`src/rtl/sevenseg_scan_decoder.sv`:
```
// sevenseg_scan_decoder
// Monitors a multiplexed, active-low 7-segment bus with active-low digit
// anodes and rebuilds the 4-bit value shown on each digit position. Scan
// transitions are filtered by a stability counter so that only a bus state
// held long enough is committed into the per-digit registers.
module sevenseg_scan_decoder #(
  parameter int NUM_DIGITS    = 4,
  parameter int STABLE_CYCLES = 4
) (
  input  logic                    clk,
  input  logic                    reset,
  input  logic [6:0]              ledsegments,
  input  logic [NUM_DIGITS-1:0]   anodes,
  output logic [4*NUM_DIGITS-1:0] digits,
  output logic [NUM_DIGITS-1:0]   digit_valid,
  output logic                    update,
  output logic                    pattern_err
);

  localparam int CW = $clog2(STABLE_CYCLES + 1);
  localparam logic [CW-1:0] CNT_MAX  = CW'(STABLE_CYCLES);
  localparam logic [CW-1:0] CNT_LAST = CW'(STABLE_CYCLES - 1);
  localparam int SW = NUM_DIGITS + 7;

  logic [6:0]            s_seg;
  logic [NUM_DIGITS-1:0] s_an;
  logic [SW-1:0]         prev;
  logic [CW-1:0]         cnt;

  logic                  stable;
  logic                  commit;
  logic                  an_one_low;
  logic                  an_all_high;
  logic [3:0]            dec_value;
  logic                  dec_valid;
  logic                  dec_illegal;

  // Input sampling stage: the bus is registered before anything looks at it.
  always_ff @(posedge clk or posedge reset) begin
    if (reset) begin
      s_seg <= 7'h7F;
      s_an  <= '1;
    end else begin
      s_seg <= ledsegments;
      s_an  <= anodes;
    end
  end

  // Stability counter: restarts on any change and saturates once the sample is trusted.
  always_ff @(posedge clk or posedge reset) begin
    if (reset) begin
      prev <= {{NUM_DIGITS{1'b1}}, 7'h7F};
      cnt  <= '0;
    end else begin
      prev <= {s_an, s_seg};
      if (!stable) begin
        cnt <= '0;
      end else if (cnt != CNT_MAX) begin
        cnt <= cnt + CW'(1);
      end
    end
  end

  // Commit fires only on the step into saturation, so a long hold writes once.
  always_comb begin
    stable      = ({s_an, s_seg} == prev);
    commit      = stable && (cnt == CNT_LAST);
    an_one_low  = $onehot(~s_an);
    an_all_high = &s_an;
  end

  // Segment pattern decode; blank is a legal non-digit, anything else unknown is an error.
  always_comb begin
    dec_value   = 4'hE;
    dec_valid   = 1'b0;
    dec_illegal = 1'b0;
    case (s_seg)
      7'h40: begin dec_value = 4'd0; dec_valid = 1'b1; end
      7'h79: begin dec_value = 4'd1; dec_valid = 1'b1; end
      7'h24: begin dec_value = 4'd2; dec_valid = 1'b1; end
      7'h30: begin dec_value = 4'd3; dec_valid = 1'b1; end
      7'h19: begin dec_value = 4'd4; dec_valid = 1'b1; end
      7'h12: begin dec_value = 4'd5; dec_valid = 1'b1; end
      7'h02: begin dec_value = 4'd6; dec_valid = 1'b1; end
      7'h78: begin dec_value = 4'd7; dec_valid = 1'b1; end
      7'h00: begin dec_value = 4'd8; dec_valid = 1'b1; end
      7'h10: begin dec_value = 4'd9; dec_valid = 1'b1; end
      7'h7F: begin dec_value = 4'hF; dec_valid = 1'b0; end
      default: begin
        dec_value   = 4'hE;
        dec_valid   = 1'b0;
        dec_illegal = 1'b1;
      end
    endcase
  end

  // Per-digit registers and the one-cycle status pulses produced at commit time.
  always_ff @(posedge clk or posedge reset) begin
    if (reset) begin
      digits      <= '1;
      digit_valid <= '0;
      update      <= 1'b0;
      pattern_err <= 1'b0;
    end else begin
      update      <= 1'b0;
      pattern_err <= 1'b0;
      if (commit) begin
        if (an_one_low) begin
          for (int i = 0; i < NUM_DIGITS; i++) begin
            if (!s_an[i]) begin
              digits[4*i +: 4] <= dec_value;
              digit_valid[i]   <= dec_valid;
            end
          end
          update      <= 1'b1;
          pattern_err <= dec_illegal;
        end else if (!an_all_high) begin
          pattern_err <= 1'b1;
        end
      end
    end
  end

endmodule

```
`config.mk`:
```
export PLATFORM = sky130hd
export DESIGN_NAME = sevenseg_scan_decoder
export DESIGN_NICKNAME = d
export VERILOG_FILES = /design/src/rtl/sevenseg_scan_decoder.sv
export SDC_FILE = /design/constraint.sdc
export NUM_CORES = 1
export LEC_CHECK = 0
export BUFFER_PORTS_ARGS = -buffer_cell sky130_fd_sc_hd__buf_4
export CORE_MARGIN = 2
export CORE_UTILIZATION = 56
export CTS_CLUSTER_DIAMETER = 150
export CTS_CLUSTER_SIZE = 40
export DETAILED_ROUTE_END_ITERATION = 10
export PLACE_DENSITY = 0.8
export SYNTH_ARGS = -nofsm -noshare
export SYNTH_HDL_FRONTEND = slang
export SYNTH_SLANG_ARGS = --single-unit
```
`constraint.sdc`:
```
create_clock -name clk -period 3.64 [get_ports clk]
set_input_delay 0.182 -clock clk [delete_from_list [all_inputs] [get_ports clk]]
set_output_delay 0.182 -clock clk [all_outputs]
set_load 0.02 [all_outputs]
```
======== Word-level counts from Yosys, hierarchy flattened ========
Cells that the tools add are included.
Widths: inputs -> output; s select.
storage, ports and cells
  register bits after elaboration ......... 47
  output and inout port bits .............. 22
  logic and storage cells ................. 57
  bits of input ports ..................... 13
operators by class
  equality and inequality tests ........... 15
  multiplexer cells ....................... 10
  reductions and logical operators ........ 9
  add/sub/neg operators ................... 4
  bitwise gates (word level) .............. 5
operators by type and width
  cell                 count
  $pmux 4 s11          1
  $eq 7x7->1 const B   4
  $eq 7x5->1 const B   3
  $eq 7x6->1 const B   2
  $reduce_and 3->1     4
  $eq 11x11->1         1
  $reduce_or 11->1     1
  $reduce_or 10->1     1
  $eq 7x2->1 const B   1
  $logic_not 7->1      1
  $mux 1               7
  $mux 3               2
  $add 1x1->2          2
  $not 1->1            4
  $not 4->4            1
  $reduce_and 4->1     1
  $add 2x2->3          1
  $add 3x1->3 const B  1
  $eq 3x1->1 const B   1
  $eq 3x2->1 const B   1
  $ne 3x3->1 const B   1
  $ne 2x1->1 const B   1
  $logic_and 1x1->1    1

======== Logic depth before layout (Yosys ltp) ========
  word-level depth ........................ 6
  mapped depth ............................ 8
  mapped depth without buffers ............ 8

======== Worst setup path after synthesis ========
No wires, ideal clock.
  path kind ............................... reg2reg
  start ................................... register s_an[1]
  end ..................................... register digit_valid[0]
  setup time .............................. 0.125 ns
  arrival time ............................ 2.523 ns
  path slack .............................. 0.992 ns
  path buffers ............................ 0
  period minus slack after synthesis ...... 2.648 ns
  required time ........................... 3.515 ns
  cell stages (with the launch flop) ...... 9
  cells stage by stage .................... dfstp_2 -> fa_1 -> inv_1 -> ha_1 -> ha_1 -> nor3b_1 -> nand3_2 -> nor2_4 -> mux2_2
on the way
  word-level cells in the longest chain between the ends .. 5
  elaborated cells on any way between the ends .. 7
  those cells by class .................... add/sub (2); eq/ne (2); bitwise (1); reduce/logical (2)
ends and longest elaborated chain
  element                            RTL line  RTL
  from (decl)                        26        logic [NUM_DIGITS-1:0] s_an;
  from (signal assigned)             45        s_an <= anodes;
  $not 4->4                          68        an_one_low = $onehot(~s_an);
  $add 1x1->2 (not written as such)  68
  $add 2x2->3 (not written as such)  68
  $eq 3x1->1                         68
  $reduce_and 3->1 (no line) *       n/a
  to (signal, indexed assignment)    112       digit_valid[i] <= dec_valid;
  to (decl)                          15        output logic [NUM_DIGITS-1:0] digit_valid,
Mark *: on every way between the ends. The rest lies on a longest branch, timed or not.
A chain may end at the register's enable or synchronous reset.

======== Worst setup path in the final report ========
  start ................................... register s_an[3]
  end ..................................... register digit_valid[0]
The elaborated chain is that of the path after synthesis.

==> flow_summary.yaml <==
synth:
  syn_nets: 190
  synth.most_common_cell: "dfstp_2"
  synth_cell_types: 41
  synth_edf_count: 0
  yosys-top-cells-count: "dfstp_2, inv_1, mux2_2, xnor2_1, nand2_1"
  synth_ff_type: "dfstp_2"
  synth_area_mm2: 0.00221
  synthCells: 170
  yosysSeqAreaShare_pct: 55.3
  synth-warning-count: 0
  ys_async_sr_fraction_pct: 100
  yosysTopAreaCellShare_pct: 45.2
  avgSynthCellArea_um2: 13.0
  netlist_top_cells_area: "dfstp_2, dfrtp_1, mux2_2"
  ys_seq_elements: 47
  yosysTopAreaCell: "dfstp_2"
cts:
  clkSinkCount: 47
  cts.htree.levels: 2
  cts_max_path_buffers: 2
  numCtsBuffers: 5
  cts_tree: "built"
  clock_latency_ps: 300
  clkTransAtPathRegs_ps: 90
  root_buffer: "clkbuf_8"
  ctsResizeCount: 0
global_routing:
  overflow: 0
  grt_max_degree: 48
  grt_pass1_wl_um: 7380
  antenna_found_initial: 0
  grt_use_total_pct: 22.5
  grt_pass1_vias: 1567
critical_path:
  end_kind: "flop"
  critPathArrivalTime_ps: 3170
  start_kind: "flop"
  worstPathMaxFanout: 5
  r2r-end: "digit_valid[0]"
  startpoint: "s_an[3]"
  crit_required_ps: 3840
  reg2reg_setup_slack_ps: 670
  r2r-start: "s_an[3]"
  crit_type: "reg2reg"
  rr_worst_depth: 8
finish:
  multiInputGateArea_um2: 888
  finalInstanceArea_mm2: 0.00271
  nFillCells: 245
  syn_to_final_growth_pct: 22.8
  nets: 236
  final-seq-area_mm2: 0.00122
  num_antenna_cells: 0
  drive_above_1_share_pct: 49.8
  fin_util_pct: 73.0
  final_cells: 265
timing:
  tightestPinTransition_ps: 665
  hold_viol_final: 0
  rsz0062_at_grt: "no"
  clock-skew-final_ps: 9.10
  hold_slack_ps: 15.6
  period_share_pct: 81.7
  fin_tns_setup_ps: 0
  finalCriticalPeriod_ps: 2970
  slew_viol_final: 0
  slew_headroom_pct: 54.5
  setup_viol: 0
  fmax_ghz: 0.336
  setup_slack_ps: 668
pwr:
  p_comb_share_pct: 7.3
  leakagePower_nw: 1.13
  p_sw_mw: 0.234
  p_per_area_mw_per_mm2: 379
  p_int_mw: 0.793
  total_power_mw: 1.03
  ir_drop_uv: 254
  clockPowerShare_pct: 37.2
  netSwitchingFraction_pct: 22.8
  seq_power_share_pct: 55.6
die:
  io_pins: 35
  die-area_mm2: 0.00447
  fp.dieH_um: 66.8
  core_area_mm2: 0.00372
  row_count: 22
  start_util_pct: 59.5
  die_x_um: 66.8
job:
  maxCapViolations: 0
worst_hold_path:
  hp-class: "in2async"
routing:
  antenna_left: 0
  drtPass1Iterations: 7
  wire_per_inst_um: 16.6
  routed_wirelength_um: 4400
  drc: 0
  drt_iter0_drc: 77
  vias: 1487
  viasPerCell: 5.61
place:
  dp_cells: 246
  io_buffer_count: 34
  dp_hpwl_um: 3110
  place_congestion: 0.787
  dp_slack_ps: 709
  placed_area_mm2: 0.00249
status:
  outcome: "finished, final reports clean"
-- per-layer routing --
metal	GRT usage (%)	vias up	share of wire, %
li1	-	676	-
met1	27.2	726	38
met2	39.4	66	54
met3	5.24	19	5.2
met4	7.91	0	2.2
met5	0	-	0
-- worst max-delay path: stages, from the launching register on --
cell and delay, ps:
dfstp_2 630, fa_1 460, inv_1 70, ha_1 140
ha_1 220, nor3b_1 390, nand3_2 300, nor2_4 280
mux2_2 360
-- placed cells by master, fill, tap and decap left out, drive strengths merged, types with 2 or more instances in the layout --
cell	n
a32o	2
a21boi	2
nand3	7
dfrtp	9
clkbuf	5
o21ai	2
buf	35
nand4	5
mux2	16
nand4b	2
xnor2	12
mux2i	4
xor2	2
a21oi	2
a2111oi	2
nor2	11
nand2	10
clkinv	2
inv	14
ha	6
dfstp	38
or4	2
nor3	3
dlygate4sd3	11
-- how the worst max path moves through the flow --
stage,end,cells past startpoint
after floorplan,digit_valid[0],8
after global routing,digit_valid[0],8
after global placement,digit_valid[3],8
after CTS,digit_valid[0],8
final,digit_valid[0],8
after detailed placement,digit_valid[0],8
-- state kept, by name, summed over array words and instances, names as in the netlist --
register	flops
s_an	4
update	1
prev	11
cnt	3
digit_valid	4
digits	16
pattern_err	1
s_seg	7
-- final cells by class --
cell class                 instances  area share, %
sequential                        47           45.1
tap                               48           2.21
clock inverter                     3           1.75
multi-input combinational        102           32.7
inverter                          14           1.94
clock buffer                       5           2.54
timing repair buffer              46           13.7
-- repair_timing --
item                                   in CTS  in global routing
hold buffers                               11                  0
setup buffers                               0                  0
endpoints found under the hold margin      11                  0
-- cell families (layout without fill, tap and decap cells) --
group                    count (synthesis)  count (layout)  share of synthesized area, %
XOR/XNOR                                14              14                          5.55
buffers and inverters                   21              68                          4.47
adder cells (fa/ha/maj)                  7               7                          4.30
multiplexers                            20              20                          10.6
flip-flops                              47              47                          55.3
AO/OA/AOI/OAI                           16              16                          6.74
AND/OR/NAND/NOR                         45              45                          13.0
-- power by group through the flow --
stage          Sequential [mW]  Clock, mW  Combinational (mW)
4_1_cts                  0.570      0.391              0.0753
2_1_floorplan            0.564          0              0.0564
6_report                 0.571      0.382              0.0748
5_1_grt                  0.573      0.410              0.0841
3_3_place_gp             0.576          0              0.0615
3_5_place_dp             0.578          0              0.0656
(Power assumes the default switching activity.)
